File: config.mk
export PLATFORM = sky130hd
export DESIGN_NAME = muldiv_unit
export DESIGN_NICKNAME = d
export VERILOG_FILES = /design/src/rtl/muldiv_unit.sv
export SDC_FILE = /design/constraint.sdc
export NUM_CORES = 1
export LEC_CHECK = 0
export CORE_MARGIN = 2
export CORE_UTILIZATION = 41
export CTS_CLUSTER_SIZE = 12
export DETAILED_ROUTE_END_ITERATION = 12
export PLACE_DENSITY = 0.65
export SLEW_MARGIN = 20
export SYNTH_ARGS = -nofsm -noshare
export SYNTH_HDL_FRONTEND = slang
export SYNTH_SLANG_ARGS = --single-unit
export TNS_END_PERCENT = 50
File: constraint.sdc
create_clock -name clk -period 8.05 [get_ports clk]
set_input_delay 2.0125 -clock clk [delete_from_list [all_inputs] [get_ports clk]]
set_output_delay 2.0125 -clock clk [all_outputs]
set_load 0.02 [all_outputs]
File: src/rtl/muldiv_unit.sv
// Iterative multiply/divide unit (MULT, MULTU, DIV, DIVU) returning {hi, lo}.
// Optional single-cycle multiplier selected by defining MULDIV_FAST_MUL_EN.
module muldiv_unit #(
  parameter int unsigned WIDTH = 32
) (
  input  logic                 clk,
  input  logic                 rst,
  input  logic                 start_i,
  input  logic [1:0]           op_i,
  input  logic [WIDTH-1:0]     opdata1_i,
  input  logic [WIDTH-1:0]     opdata2_i,
  input  logic                 annul_i,
  output logic [2*WIDTH-1:0]   result_o,
  output logic                 ready_o,
  output logic                 busy_o,
  output logic                 stallreq_o
);

  localparam int unsigned CNT_W = $clog2(WIDTH) + 1;
  localparam int unsigned RES_W = 2 * WIDTH;

  typedef enum logic [1:0] {
    S_IDLE = 2'd0,
    S_CALC = 2'd1,
    S_DONE = 2'd2
  } state_e;

  state_e             state_q, state_d;
  logic [CNT_W-1:0]   cnt_q, cnt_d;
  logic [RES_W-1:0]   acc_q, acc_d;
  logic [WIDTH-1:0]   opb_q, opb_d;
  logic               is_div_q, is_div_d;
  logic               neg_lo_q, neg_lo_d;
  logic               neg_hi_q, neg_hi_d;
  logic [RES_W-1:0]   result_q, result_d;
  logic               ready_q, ready_d;
  logic               busy_q, busy_d;

  logic               signed_op, is_div_op, sign1, sign2;
  logic [WIDTH-1:0]   mag1, mag2;
  logic [WIDTH:0]     div_partial;
  logic [WIDTH+1:0]   div_trial;
  logic [RES_W-1:0]   div_step, step, fix;
  logic [WIDTH-1:0]   fix_hi, fix_lo;
`ifdef MULDIV_FAST_MUL_EN
  logic [RES_W-1:0]   fast_prod;
`else
  logic [WIDTH:0]     mul_sum;
  logic [RES_W-1:0]   mul_step;
`endif

  // Operand decode: signed ops work on magnitudes
  always_comb begin
    signed_op = ~op_i[0];
    is_div_op = op_i[1];
    sign1     = signed_op & opdata1_i[WIDTH-1];
    sign2     = signed_op & opdata2_i[WIDTH-1];
    mag1      = sign1 ? (WIDTH'(0) - opdata1_i) : opdata1_i;
    mag2      = sign2 ? (WIDTH'(0) - opdata2_i) : opdata2_i;
  end

  // One iteration of the datapath plus the final sign fix-up
  always_comb begin
    div_partial = {acc_q[RES_W-1:WIDTH], acc_q[WIDTH-1]};
    div_trial   = {1'b0, div_partial} - {2'b00, opb_q};
    if (div_trial[WIDTH+1]) begin
      div_step = {div_partial[WIDTH-1:0], acc_q[WIDTH-2:0], 1'b0};
    end else begin
      div_step = {div_trial[WIDTH-1:0], acc_q[WIDTH-2:0], 1'b1};
    end
`ifdef MULDIV_FAST_MUL_EN
    fast_prod = RES_W'(mag1) * RES_W'(mag2);
    step      = div_step;
`else
    mul_sum   = {1'b0, acc_q[RES_W-1:WIDTH]} + {1'b0, (acc_q[0] ? opb_q : WIDTH'(0))};
    mul_step  = {mul_sum, acc_q[WIDTH-1:1]};
    step      = is_div_q ? div_step : mul_step;
`endif
    fix_hi = neg_hi_q ? (WIDTH'(0) - step[RES_W-1:WIDTH]) : step[RES_W-1:WIDTH];
    fix_lo = neg_lo_q ? (WIDTH'(0) - step[WIDTH-1:0]) : step[WIDTH-1:0];
    if (is_div_q) begin
      fix = {fix_hi, fix_lo};
    end else begin
      fix = neg_lo_q ? (RES_W'(0) - step) : step;
    end
  end

  // Next-state and output logic
  always_comb begin
    state_d  = state_q;
    cnt_d    = cnt_q;
    acc_d    = acc_q;
    opb_d    = opb_q;
    is_div_d = is_div_q;
    neg_lo_d = neg_lo_q;
    neg_hi_d = neg_hi_q;
    result_d = result_q;

    unique case (state_q)
      S_IDLE: begin
        if (start_i && !annul_i) begin
          acc_d    = {WIDTH'(0), mag1};
          opb_d    = mag2;
          is_div_d = is_div_op;
          neg_lo_d = sign1 ^ sign2;
          neg_hi_d = sign1;
          cnt_d    = '0;
          if (is_div_op && (opdata2_i == '0)) begin
            result_d = {opdata1_i, {WIDTH{1'b1}}};
            state_d  = S_DONE;
`ifdef MULDIV_FAST_MUL_EN
          end else if (!is_div_op) begin
            result_d = (sign1 ^ sign2) ? (RES_W'(0) - fast_prod) : fast_prod;
            state_d  = S_DONE;
`endif
          end else begin
            state_d = S_CALC;
          end
        end
      end
      S_CALC: begin
        if (annul_i) begin
          state_d = S_IDLE;
        end else begin
          acc_d = step;
          cnt_d = cnt_q + CNT_W'(1);
          if (cnt_q == CNT_W'(WIDTH - 1)) begin
            result_d = fix;
            state_d  = S_DONE;
          end
        end
      end
      S_DONE:  state_d = S_IDLE;
      default: state_d = S_IDLE;
    endcase

    ready_d = (state_d == S_DONE);
    busy_d  = (state_d == S_CALC);
  end

  always_ff @(posedge clk) begin
    if (rst) begin
      state_q  <= S_IDLE;
      cnt_q    <= '0;
      acc_q    <= '0;
      opb_q    <= '0;
      is_div_q <= 1'b0;
      neg_lo_q <= 1'b0;
      neg_hi_q <= 1'b0;
      result_q <= '0;
      ready_q  <= 1'b0;
      busy_q   <= 1'b0;
    end else begin
      state_q  <= state_d;
      cnt_q    <= cnt_d;
      acc_q    <= acc_d;
      opb_q    <= opb_d;
      is_div_q <= is_div_d;
      neg_lo_q <= neg_lo_d;
      neg_hi_q <= neg_hi_d;
      result_q <= result_d;
      ready_q  <= ready_d;
      busy_q   <= busy_d;
    end
  end

  assign result_o   = result_q;
  assign ready_o    = ready_q;
  assign busy_o     = busy_q;
  assign stallreq_o = (start_i & ~ready_q) | busy_q;

endmodule
==> results of run 1 <==
[area by class of cell]
cell class | count | share of cell area [%]
clock buffer | 18 | 2.56
clock inverter | 14 | 0.976
inverter | 70 | 1.53
multi-input combinational | 1654 | 62.2
sequential | 173 | 20.2
tap | 461 | 3.36
timing repair buffer | 160 | 9.17
[synthesized netlist by cell type (6+ instances only)]
cell and n:
sky130_fd_sc_hd__nor2b_1 9, sky130_fd_sc_hd__o21ai_0 101, sky130_fd_sc_hd__a311oi_2 12, sky130_fd_sc_hd__a211oi_2 7, sky130_fd_sc_hd__xor2_1 67, sky130_fd_sc_hd__o21a_1 13, sky130_fd_sc_hd__or3_1 29, sky130_fd_sc_hd__nand2_1 207
sky130_fd_sc_hd__o41ai_1 7, sky130_fd_sc_hd__nor3_1 65, sky130_fd_sc_hd__o21bai_1 12, sky130_fd_sc_hd__a21oi_1 175, sky130_fd_sc_hd__or4_1 11, sky130_fd_sc_hd__dfxtp_1 173, sky130_fd_sc_hd__and4_1 7, sky130_fd_sc_hd__nand4_1 14
sky130_fd_sc_hd__o311ai_0 6, sky130_fd_sc_hd__a31oi_1 27, sky130_fd_sc_hd__nor3b_1 7, sky130_fd_sc_hd__or2_2 6, sky130_fd_sc_hd__a22oi_1 30, sky130_fd_sc_hd__a211oi_1 49, sky130_fd_sc_hd__ha_1 69, sky130_fd_sc_hd__nand3_1 43
sky130_fd_sc_hd__nor2_1 237, sky130_fd_sc_hd__buf_2 23, sky130_fd_sc_hd__buf_1 11, sky130_fd_sc_hd__and2_1 45, sky130_fd_sc_hd__o211ai_1 49, sky130_fd_sc_hd__inv_1 67, sky130_fd_sc_hd__nor4_1 14, sky130_fd_sc_hd__o31ai_1 23
sky130_fd_sc_hd__nand2b_1 18, sky130_fd_sc_hd__a31o_2 8, sky130_fd_sc_hd__a21o_1 29, sky130_fd_sc_hd__mux2i_1 36, sky130_fd_sc_hd__and3_1 7, sky130_fd_sc_hd__a311oi_1 34, sky130_fd_sc_hd__mux2_2 10, sky130_fd_sc_hd__xnor2_1 87
sky130_fd_sc_hd__clkbuf_1 88
[worst paths after layout]
check,endpoint,slack (ns),depth (start not counted)
min,acc_q[29],0.48,2
max,result_o[48],1.76,14
max reg2reg,result_o[40],1.95,19
min reg2reg,acc_q[29],0.48,2
[flip-flops by register name, summed over array words and instances (netlist names), 2 cells and up]
signal	flops
result_o	64
cnt_q	6
state_q	2
opb_q	32
acc_q	64
[power groups by stage]
| stage | Combinational (uW) | Sequential, uW | Clock (uW) |
|---|---|---|---|
| global placement | 644 | 937 | 0 |
| floorplan | 452 | 918 | 0 |
| global route | 725 | 923 | 928 |
| finish | 663 | 919 | 887 |
| CTS | 653 | 918 | 895 |
| detailed placement | 650 | 938 | 0 |
[worst register-to-register path: stages (launching register included)]
cell                       delay, ns
sky130_fd_sc_hd__dfxtp_1        0.38
sky130_fd_sc_hd__inv_1          0.06
sky130_fd_sc_hd__ha_1           0.34
sky130_fd_sc_hd__and2_1         0.22
sky130_fd_sc_hd__a221oi_2       0.55
sky130_fd_sc_hd__a21oi_2        0.26
sky130_fd_sc_hd__o31ai_2        0.45
sky130_fd_sc_hd__a31o_2         0.38
sky130_fd_sc_hd__ha_1           0.25
sky130_fd_sc_hd__nand2_1        0.14
sky130_fd_sc_hd__nor4_1         0.65
sky130_fd_sc_hd__o211ai_1       0.28
sky130_fd_sc_hd__or2_2          0.43
sky130_fd_sc_hd__nor2_1         0.26
sky130_fd_sc_hd__nor2_1         0.24
sky130_fd_sc_hd__o31ai_1        0.30
sky130_fd_sc_hd__xor2_1         0.44
sky130_fd_sc_hd__a211oi_1       0.15
sky130_fd_sc_hd__a21oi_1        0.16
sky130_fd_sc_hd__nor2_1         0.05
[routing by layer]
layer  routed length, um  vias up  global-route usage [%]  part of all wire [%]
met4                2200        0                    12.4                   4.2
met2               24600      594                    46.0                    47
met1               22200     7311                    34.6                    42
met3                3780      117                    4.96                   7.1
met5                   0        -                       0                     0
li1                    -     7528                       -                     -
[cells by family after synthesis]
group	share of synthesized area (%)
muxes	3.17
AOI/OAI and AO/OA	29.6
buffers and inverters	5.53
adders and majority gates	6.05
xor gates and xnor gates	9.03
DFF	23.2
and+or+nand+nor	23.5
[per-stage QoR]
step,power [uW],cell area [sq um]
4_1_cts,2470,17200
3_5_place_dp,1590,16500
6_report,2470,17200
3_3_place_gp,1580,16500
5_1_grt,2580,17200
2_1_floorplan,1370,14900
==> run metrics, run 1 <==
count of maximum capacitance violations 0; netlist area before placement 0.0149 sq mm; worst vdd ir 164 uV; biggest cell delay along the critical path 0.66 ns; dominant register cell in the synthesized netlist sky130_fd_sc_hd__dfxtp_1; area of combinational cells with multiple inputs 0.0107 sq mm; iteration-0 DRC count of the detailed router 1151; Port Buf Inserts 136; Crit Reg-Reg Startpoint opb_q[4]; leakage power 0.00642 uW; Buffers & Inverters on Critical Path 1; layout cell share with drive strength beyond 1 6.37%; gr usage total 27.5%; number of design rule violations left after detail routing 0; width of the chip 195 um; Worst Setup End Kind register; area growth from synthesis to final layout 15.0%; master of the slowest instance on the critical path sky130_fd_sc_hd__or4b_1; largest net degree at the start of global routing 94; number of enable flip-flop cells after synthesis 0; part of the Yosys area used for sequential elements 23.2%; fraction of registers with async set or reset after synthesis 0%; net switching power 897 uW; Yosys top cell by area sky130_fd_sc_hd__dfxtp_1; number of hold buffers added after cts 0; clock period minus final worst setup slack 6.29 ns; final WL 52800 um; number of fill cells in the layout 3686; flip-flop and latch count after synthesis 173; cell types occupying the most area after synthesis sky130_fd_sc_hd__dfxtp_1 23%, sky130_fd_sc_hd__nor2_1 6.0%, sky130_fd_sc_hd__a21oi_1 5.9%, sky130_fd_sc_hd__ha_1 5.8%, sky130_fd_sc_hd__nand2_1 5.2%; Hold Violations, Final 0; setup slack after layout 1.76 ns; clock slew seen by the registers of the worst setup and hold paths 0.07 ns; wire length of the first global-routing pass 82500 um; Synth Warn # 0; Post-Route Hold Slack 0.475 ns; chain of cells forming the critical path clkdlybuf4s50_1, or4_1, or3_1, or4_4, nor3_2, and3b_2, nand2_1, or4b_1, o21ai_2, nor2_1, nor2_4, nand2_1, a211oi_1, a31o_2; placement-stage worst setup slack 1.36 ns; DR vias/cell 6.10; Post-CTS Resized 0; post-synth net total 2168; final clock period utilization by the worst path 78.1%; part of the total power dissipated in the clock network 35.9%; iteration count of the initial detailed-routing pass 6; measured slew at the worst slew-check pin 1.05 ns; clk root buf sky130_fd_sc_hd__clkbuf_16; area enclosed by the die boundary 0.0380 sq mm; GPL Wtd Cong 0.934; maximum fanout count along the critical path 27; worst setup path start opdata2_i[12]; Max transition margin 29.7%; critical path's top delay family simple AND/OR/NAND/NOR gates; via count 15550; kind of start point of the critical path primary input; worst min-delay path category reg -> reg; most frequent standard cell in the layout excluding fill and tap cells sky130_fd_sc_hd__nor2_1; share of the synthesized area in the top cell type 23.2%; commonest cells after routing, fill and taps aside 234 x sky130_fd_sc_hd__nor2_1, 207 x sky130_fd_sc_hd__nand2_1, 175 x sky130_fd_sc_hd__a21oi_1; Seq pwr share 37.2%; result of the run completed; syn avg cell area 7.37 sq um; internal power of the cells 1570 uW; number of nets with antenna violations after routing 0; count of standard-cell rows 69; area inside the core boundary 0.0357 sq mm; cell type with the highest occurrence count on the critical path sky130_fd_sc_hd__nand2_1; die extent in y 195 um; clock tree from TritonCTS done; Req. time, crit path 8.46 ns; Gate Count Post-Synth 2027; Unique masters post-synth 96; Clock H-tree levels 4; CTS sink cnt 173; setup repair after global routing missed its margin false; Highest Clock Rate 159 MHz; data arrival time at the worst-slack endpoint 6.70 ns; final-report max-slew violation count 0; number of antenna violations at the first check in global routing 0; number of global-route vias before repair 14746; source-to-sink clock delay at the later pin of the worst-skew pair 0.47 ns; post-CTS setup buffer count 0; count of placed standard cells including taps 2517; Critical Setup Path Class in -> reg; Fin Setup TNS 0 ns; residual overflow from global routing 0; drt wl/cell 20.7 um; initial core utilization 41.8%; Reg area 0.00347 sq mm; setup violation total in the final timing report 0; Net Sw Frac 36.4%; final cell utilization of the core 48.1%; HPWL reported at the end of detailed placement 39900 um; count of inserted antenna diode cells 0; startpoint of the tightest hold check path acc_q[29]; Gate power share 26.9%; TritonCTS Buffers 17; P per Cell Area 144 mW/mm^2; buffer levels on the longest clock path 2; Boundary Pins 137; net count reported at finish 2217; Clock Skew 0.0207 ns; Final Instance Count excl. Fillers 2550
No activity file was read; power rests on OpenSTA's default activity.
==> inputs of run 2 (changes only) <==
Clock period 8.05 ns to 6 ns, I/O delays scaled along.
==> run metrics, run 2 (same netlist as run 1, synthesis figures left out) <==
result of the run completed; residual overflow from global routing 0 (unchanged); number of antenna violations at the first check in global routing 0 (unchanged); number of fill cells in the layout 3631 (-1.5%); number of design rule violations left after detail routing 0 (unchanged); net switching power 1160 uW (+29%); Worst Setup End Kind register; iteration-0 DRC count of the detailed router 1262 (+9.6%); TritonCTS Buffers 17 (unchanged); wire length of the first global-routing pass 82700 um (+0.28%); count of maximum capacitance violations 0 (unchanged); final cell utilization of the core 48.4% (+0.31 points); count of placed standard cells including taps 2540 (+0.91%); worst min-delay path category reg -> reg; area inside the core boundary 0.0357 sq mm (unchanged); worst vdd ir 217 uV (+33%); iteration count of the initial detailed-routing pass 5 (-1); post-CTS setup buffer count 0 (unchanged); gr usage total 27.5% (about the same); Max transition margin 29.4% (-0.28 points); DR vias/cell 6.09 (-0.13%); count of inserted antenna diode cells 0 (unchanged); maximum fanout count along the critical path 7 (-74%); internal power of the cells 2090 uW (+33%); Buffers & Inverters on Critical Path 2 (+1); layout cell share with drive strength beyond 1 7.16% (+0.79 points); GPL Wtd Cong 0.921 (-1.4%); setup violation total in the final timing report 0 (unchanged); leakage power 0.00650 uW (+1.2%); clk root buf sky130_fd_sc_hd__clkbuf_16; clock tree from TritonCTS done; Seq pwr share 37.8% (+0.6 points); Highest Clock Rate 185 MHz; width of the chip 195 um (unchanged); final clock period utilization by the worst path 90.1%; final-report max-slew violation count 0 (unchanged); P per Cell Area 188 mW/mm^2 (+31%); initial core utilization 41.8% (unchanged); number of global-route vias before repair 14828 (+0.56%); biggest cell delay along the critical path 0.58 ns (-0.08 ns); HPWL reported at the end of detailed placement 40300 um (+0.90%); clock slew seen by the registers of the worst setup and hold paths 0.07 ns (about the same); measured slew at the worst slew-check pin 1.04 ns (-0.0101 ns); part of the total power dissipated in the clock network 34.2% (-1.7 points); Port Buf Inserts 136 (unchanged); placement-stage worst setup slack 0.232 ns (-1.13 ns); Critical Setup Path Class reg -> reg; drt wl/cell 20.6 um (-0.38%); Post-CTS Resized 0 (unchanged); Boundary Pins 137 (unchanged); count of standard-cell rows 69 (unchanged); commonest cells after routing, fill and taps aside 234 x sky130_fd_sc_hd__nor2_1, 207 x sky130_fd_sc_hd__nand2_1, 175 x sky130_fd_sc_hd__a21oi_1; number of nets with antenna violations after routing 0 (unchanged); Net Sw Frac 35.6% (-0.71 points); chain of cells forming the critical path inv_1, ha_1, and2_1, a221oi_2, a21oi_2, o31ai_2, a31o_2, ha_1, nand2_1, nor4_1, buf_4, o211ai_1, or2_2, nor2_1, nor2_1, o41ai_1, xor2_1, nand2_1, o21ai_1, a211oi_2; kind of start point of the critical path register; Req. time, crit path 6.31 ns (-2.15 ns); die extent in y 195 um (unchanged); via count 15658 (+0.69%); data arrival time at the worst-slack endpoint 5.72 ns (-0.98 ns); critical path's top delay family compound AO/OA/AOI/OAI gates; number of hold buffers added after cts 0 (unchanged); final WL 53100 um (+0.44%); clock period minus final worst setup slack 5.40 ns; Clock Skew 0.0173 ns (-0.00339 ns); net count reported at finish 2239 (+0.99%); CTS sink cnt 173 (unchanged); Hold Violations, Final 0 (unchanged); Fin Setup TNS 0 ns (unchanged); area growth from synthesis to final layout 15.7%; largest net degree at the start of global routing 87 (-7.4%); Final Instance Count excl. Fillers 2571 (+0.82%); source-to-sink clock delay at the later pin of the worst-skew pair 0.47 ns (about the same); most frequent standard cell in the layout excluding fill and tap cells sky130_fd_sc_hd__nor2_1; setup repair after global routing missed its margin false; setup slack after layout 0.596 ns (-1.17 ns); area enclosed by the die boundary 0.0380 sq mm (unchanged); buffer levels on the longest clock path 2 (unchanged); Clock H-tree levels 4 (unchanged); Gate power share 28.0% (+1.1 points); master of the slowest instance on the critical path sky130_fd_sc_hd__a221oi_2
==> run 2: changes by cell type in the layout (fill, tap and decap cells not counted), sizes merged <==
| cell | before | now |
|---|---|---|
| buf | 25 | 47 |
| clkbuf | 18 | 22 |
| inv | 75 | 71 |
| bufinv | 1 | 0 |
| clkinv | 7 | 6 |
| clkinvlp | 1 | 2 |
==> run 2: layout make-up <==
cell class / instances / area, sq um / share of cell area [%]
inverter: 70 / 263 / 1.52
clock buffer: 22 / 485 / 2.81
multi-input combinational: 1654 / 10700 / 61.8
clock inverter: 9 / 75.1 / 0.434
sequential: 173 / 3470 / 20.1
tap: 461 / 577 / 3.34
timing repair buffer: 182 / 1730 / 10.0
==> run 2: path summary, 6_finish.rpt <==
path                  start           end  slack (ns)  depth (start not counted)
setup / recovery   opb_q[4]  result_o[50]        0.60                         20
setup reg to reg   opb_q[4]  result_o[50]        0.60                         20
hold / removal    acc_q[29]     acc_q[29]        0.48                          2
hold reg to reg   acc_q[29]     acc_q[29]        0.48                          2
==> run 2: routing by layer <==
layer	track usage, %	up-vias	wire, um
li1	-	7557	-
met1	35.4	7412	22700
met4	12.1	0	2080
met5	0	-	0
met2	46.1	583	24800
met3	3.56	106	3460
==> run 2: worst min-delay path: stages, from the launching register on <==
cell and delay [ns]:
sky130_fd_sc_hd__dfxtp_1 0.32, sky130_fd_sc_hd__nand2_1 0.06, sky130_fd_sc_hd__a21oi_1 0.05
==> run 2: per-stage QoR <==
| stage | total power, uW | cell area (sq um) | hold WS [ns] |
|---|---|---|---|
| detailed placement | 2150 | 16700 | 0.469 |
| floorplan | 1840 | 14900 | 0.440 |
| finish | 3250 | 17300 | 0.479 |
| global placement | 2140 | 16700 | 0.457 |
| global route | 3390 | 17300 | 0.500 |
| CTS | 3250 | 17300 | 0.479 |
==> run 2: power groups by stage <==
stage,combinational [uW],clock [uW],sequential [uW]
5_1_grt,993,1170,1230
3_5_place_dp,893,0,1250
4_1_cts,898,1130,1230
2_1_floorplan,607,0,1230
3_3_place_gp,886,0,1250
6_report,912,1110,1230
==> inputs of run 3 (changes only) <==
Clock period 6 ns to 6.8 ns, I/O delays scaled along.
==> run metrics, run 3 (same netlist as run 1, synthesis figures left out) <==
most frequent standard cell in the layout excluding fill and tap cells sky130_fd_sc_hd__nor2_1; initial core utilization 41.8% (unchanged); area growth from synthesis to final layout 14.9%; setup repair after global routing missed its margin false; wire length of the first global-routing pass 83500 um (+0.98%); Net Sw Frac 36.9% (+1.3 points); master of the slowest instance on the critical path sky130_fd_sc_hd__nor4_1; maximum fanout count along the critical path 10 (+3); area inside the core boundary 0.0357 sq mm (unchanged); final-report max-slew violation count 0 (unchanged); clock period minus final worst setup slack 5.71 ns (+0.307 ns); DR vias/cell 6.12 (+0.47%); hold-critical path depth 2 (unchanged); final WL 53000 um (-0.14%); Seq pwr share 37.4% (-0.4 points); Fin Setup TNS 0 ns (unchanged); setup violation total in the final timing report 0 (unchanged); reg-to-reg setup timing slack 1.09 ns (+0.49 ns); Reg area 0.00347 sq mm (unchanged); Post-CTS Resized 0 (unchanged); Highest Clock Rate 175 MHz (-5.4%); source-to-sink clock delay at the later pin of the worst-skew pair 0.47 ns (about the same); TritonCTS Buffers 17 (unchanged); via count 15627 (-0.20%); placement-stage worst setup slack 0.758 ns (+0.526 ns); worst vdd ir 163 uV (-25%); power consumption 2890 uW (-11%); net switching power 1070 uW (-8.0%); Clock Skew 0.0202 ns (+0.00285 ns); count of inserted antenna diode cells 0 (unchanged); commonest cells after routing, fill and taps aside 234 x sky130_fd_sc_hd__nor2_1, 207 x sky130_fd_sc_hd__nand2_1, 175 x sky130_fd_sc_hd__a21oi_1; residual overflow from global routing 0 (unchanged); Crit Reg-Reg Startpoint acc_q[43]; kind of start point of the critical path register; worst min-delay path endpoint acc_q[29]; area of combinational cells with multiple inputs 0.0107 sq mm (unchanged); critical path's top delay family compound AO/OA/AOI/OAI gates; CTS sink cnt 173 (unchanged); Boundary Pins 137 (unchanged); iteration count of the initial detailed-routing pass 7 (+2); internal power of the cells 1820 uW (-13%); post-CTS setup buffer count 0 (unchanged); Max transition margin 27.6% (-1.8 points); Clock H-tree levels 4 (unchanged); part of the total power dissipated in the clock network 35.1% (+0.9 points); GPL Wtd Cong 0.954 (+3.6%); die extent in y 195 um (unchanged); Hold Violations, Final 0 (unchanged); count of maximum capacitance violations 0 (unchanged); count of standard-cell rows 69 (unchanged); chain of cells forming the critical path ha_1, a21oi_2, o21ai_0, a221o_1, o31ai_2, a31o_2, ha_1, nand2_1, nor4_1, o211ai_1, or2_2, nor2_1, nor2_1, o41ai_1, xor2_1, nand2_1, o21ai_1, a211oi_2; Critical R2R Capture result_o[50]; clk root buf sky130_fd_sc_hd__clkbuf_16; Gate power share 27.5% (-0.5 points); drt wl/cell 20.7 um (+0.53%); measured slew at the worst slew-check pin 1.09 ns (+0.0442 ns); gr usage total 27.6% (about the same); Critical Setup Path Class reg -> reg; HPWL reported at the end of detailed placement 40200 um (-0.14%); number of antenna violations at the first check in global routing 0 (unchanged); largest net degree at the start of global routing 89 (+2.3%); width of the chip 195 um (unchanged); net count reported at finish 2221 (-0.80%); buffer levels on the longest clock path 2 (unchanged); biggest cell delay along the critical path 0.66 ns (+0.08 ns); number of global-route vias before repair 14769 (-0.40%); r2r worst-path depth 18 (-10%); setup slack after layout 1.09 ns (+0.493 ns); number of nets with antenna violations after routing 0 (unchanged); clock tree from TritonCTS done; data arrival time at the worst-slack endpoint 6.01 ns (+0.29 ns); Req. time, crit path 7.10 ns (+0.79 ns); area enclosed by the die boundary 0.0380 sq mm (unchanged); worst min-delay path category reg -> reg; iteration-0 DRC count of the detailed router 1214 (-3.8%); leakage power 0.00641 uW (-1.4%); final clock period utilization by the worst path 84.0% (-6.1 points); Buffers & Inverters on Critical Path 0 (-2); number of hold buffers added after cts 0 (unchanged); P per Cell Area 168 mW/mm^2 (-11%); layout cell share with drive strength beyond 1 6.50% (-0.66 points); number of fill cells in the layout 3649 (+0.50%); Worst Setup End Kind register; result of the run completed; Port Buf Inserts 136 (unchanged); number of design rule violations left after detail routing 0 (unchanged); startpoint of the tightest hold check path acc_q[29]; clock slew seen by the registers of the worst setup and hold paths 0.08 ns (about the same)
run 3: cell types whose count changed in the layout (fill, tap and decap cells not counted):
cell	before	now
sky130_fd_sc_hd__buf_12	2	1
sky130_fd_sc_hd__buf_4	44	27
sky130_fd_sc_hd__clkbuf_1	2	0
sky130_fd_sc_hd__clkbuf_16	18	17
sky130_fd_sc_hd__clkbuf_8	2	1
sky130_fd_sc_hd__clkinv_2	1	0
sky130_fd_sc_hd__clkinv_4	2	1
sky130_fd_sc_hd__clkinv_8	0	2
sky130_fd_sc_hd__clkinvlp_4	2	4
sky130_fd_sc_hd__inv_8	1	4
run 3: stage by stage:
| stage | utilization, % | hold WS, ns | instance area (sq um) | cells |
|---|---|---|---|---|
| after floorplan | - | 0.440 | 14900 | 2027 |
| after global placement | 46.4 | 0.455 | 16600 | 2522 |
| after detailed placement | 46.4 | 0.468 | 16600 | 2522 |
| after CTS | 48.0 | 0.479 | 17200 | 2554 |
| after global routing | 48.0 | 0.490 | 17200 | 2554 |
| final | 48.0 | 0.475 | 17200 | 2554 |
run 3: per-layer routing:
metal | part of all wire (%) | global-route usage, % | vias to the layer above
li1 | - | - | 7512
met5 | 0 | 0 | -
met1 | 42 | 35.8 | 7374
met2 | 47 | 46.7 | 650
met4 | 3.0 | 9.16 | 0
met3 | 7.3 | 4.15 | 91
run 3: layout make-up:
type                       instances  share of cell area (%)
multi-input combinational       1654                    62.3
timing repair buffer             164                    9.24
clock inverter                    14                   0.831
clock buffer                      18                    2.56
sequential                       173                    20.2
inverter                          70                    1.53
tap                              461                    3.36
run 3: worst max-delay path by stage:
stage                  start            to  slack [ns]  cells after the start
2_1_floorplan  opdata2_i[12]  result_o[23]        1.89                     14
3_3_place_gp   opdata2_i[12]  result_o[60]        0.86                     15
3_5_place_dp   opdata2_i[12]  result_o[10]        0.76                     14
4_1_cts            opb_q[15]  result_o[50]        1.19                     19
5_1_grt            opb_q[15]  result_o[50]        0.86                     19
6_report           acc_q[43]  result_o[50]        1.09                     18
run 3: power by group through the flow:
stage | Sequential, uW | Clock [uW] | Combinational, uW
6_report | 1080 | 1010 | 796
5_1_grt | 1090 | 1070 | 864
4_1_cts | 1080 | 1020 | 783
3_5_place_dp | 1100 | 0 | 780
3_3_place_gp | 1100 | 0 | 774
2_1_floorplan | 1090 | 0 | 535
run 3: worst reg2reg max path, stage by stage (launching register included):
cell                       delay, ns
sky130_fd_sc_hd__dfxtp_1        0.45
sky130_fd_sc_hd__ha_1           0.37
sky130_fd_sc_hd__a21oi_2        0.25
sky130_fd_sc_hd__o21ai_0        0.15
sky130_fd_sc_hd__a221o_1        0.39
sky130_fd_sc_hd__o31ai_2        0.45
sky130_fd_sc_hd__a31o_2         0.38
sky130_fd_sc_hd__ha_1           0.27
sky130_fd_sc_hd__nand2_1        0.13
sky130_fd_sc_hd__nor4_1         0.66
sky130_fd_sc_hd__o211ai_1       0.25
sky130_fd_sc_hd__or2_2          0.42
sky130_fd_sc_hd__nor2_1         0.24
sky130_fd_sc_hd__nor2_1         0.23
sky130_fd_sc_hd__o41ai_1        0.41
sky130_fd_sc_hd__xor2_1         0.19
sky130_fd_sc_hd__nand2_1        0.07
sky130_fd_sc_hd__o21ai_1        0.16
sky130_fd_sc_hd__a211oi_2       0.09
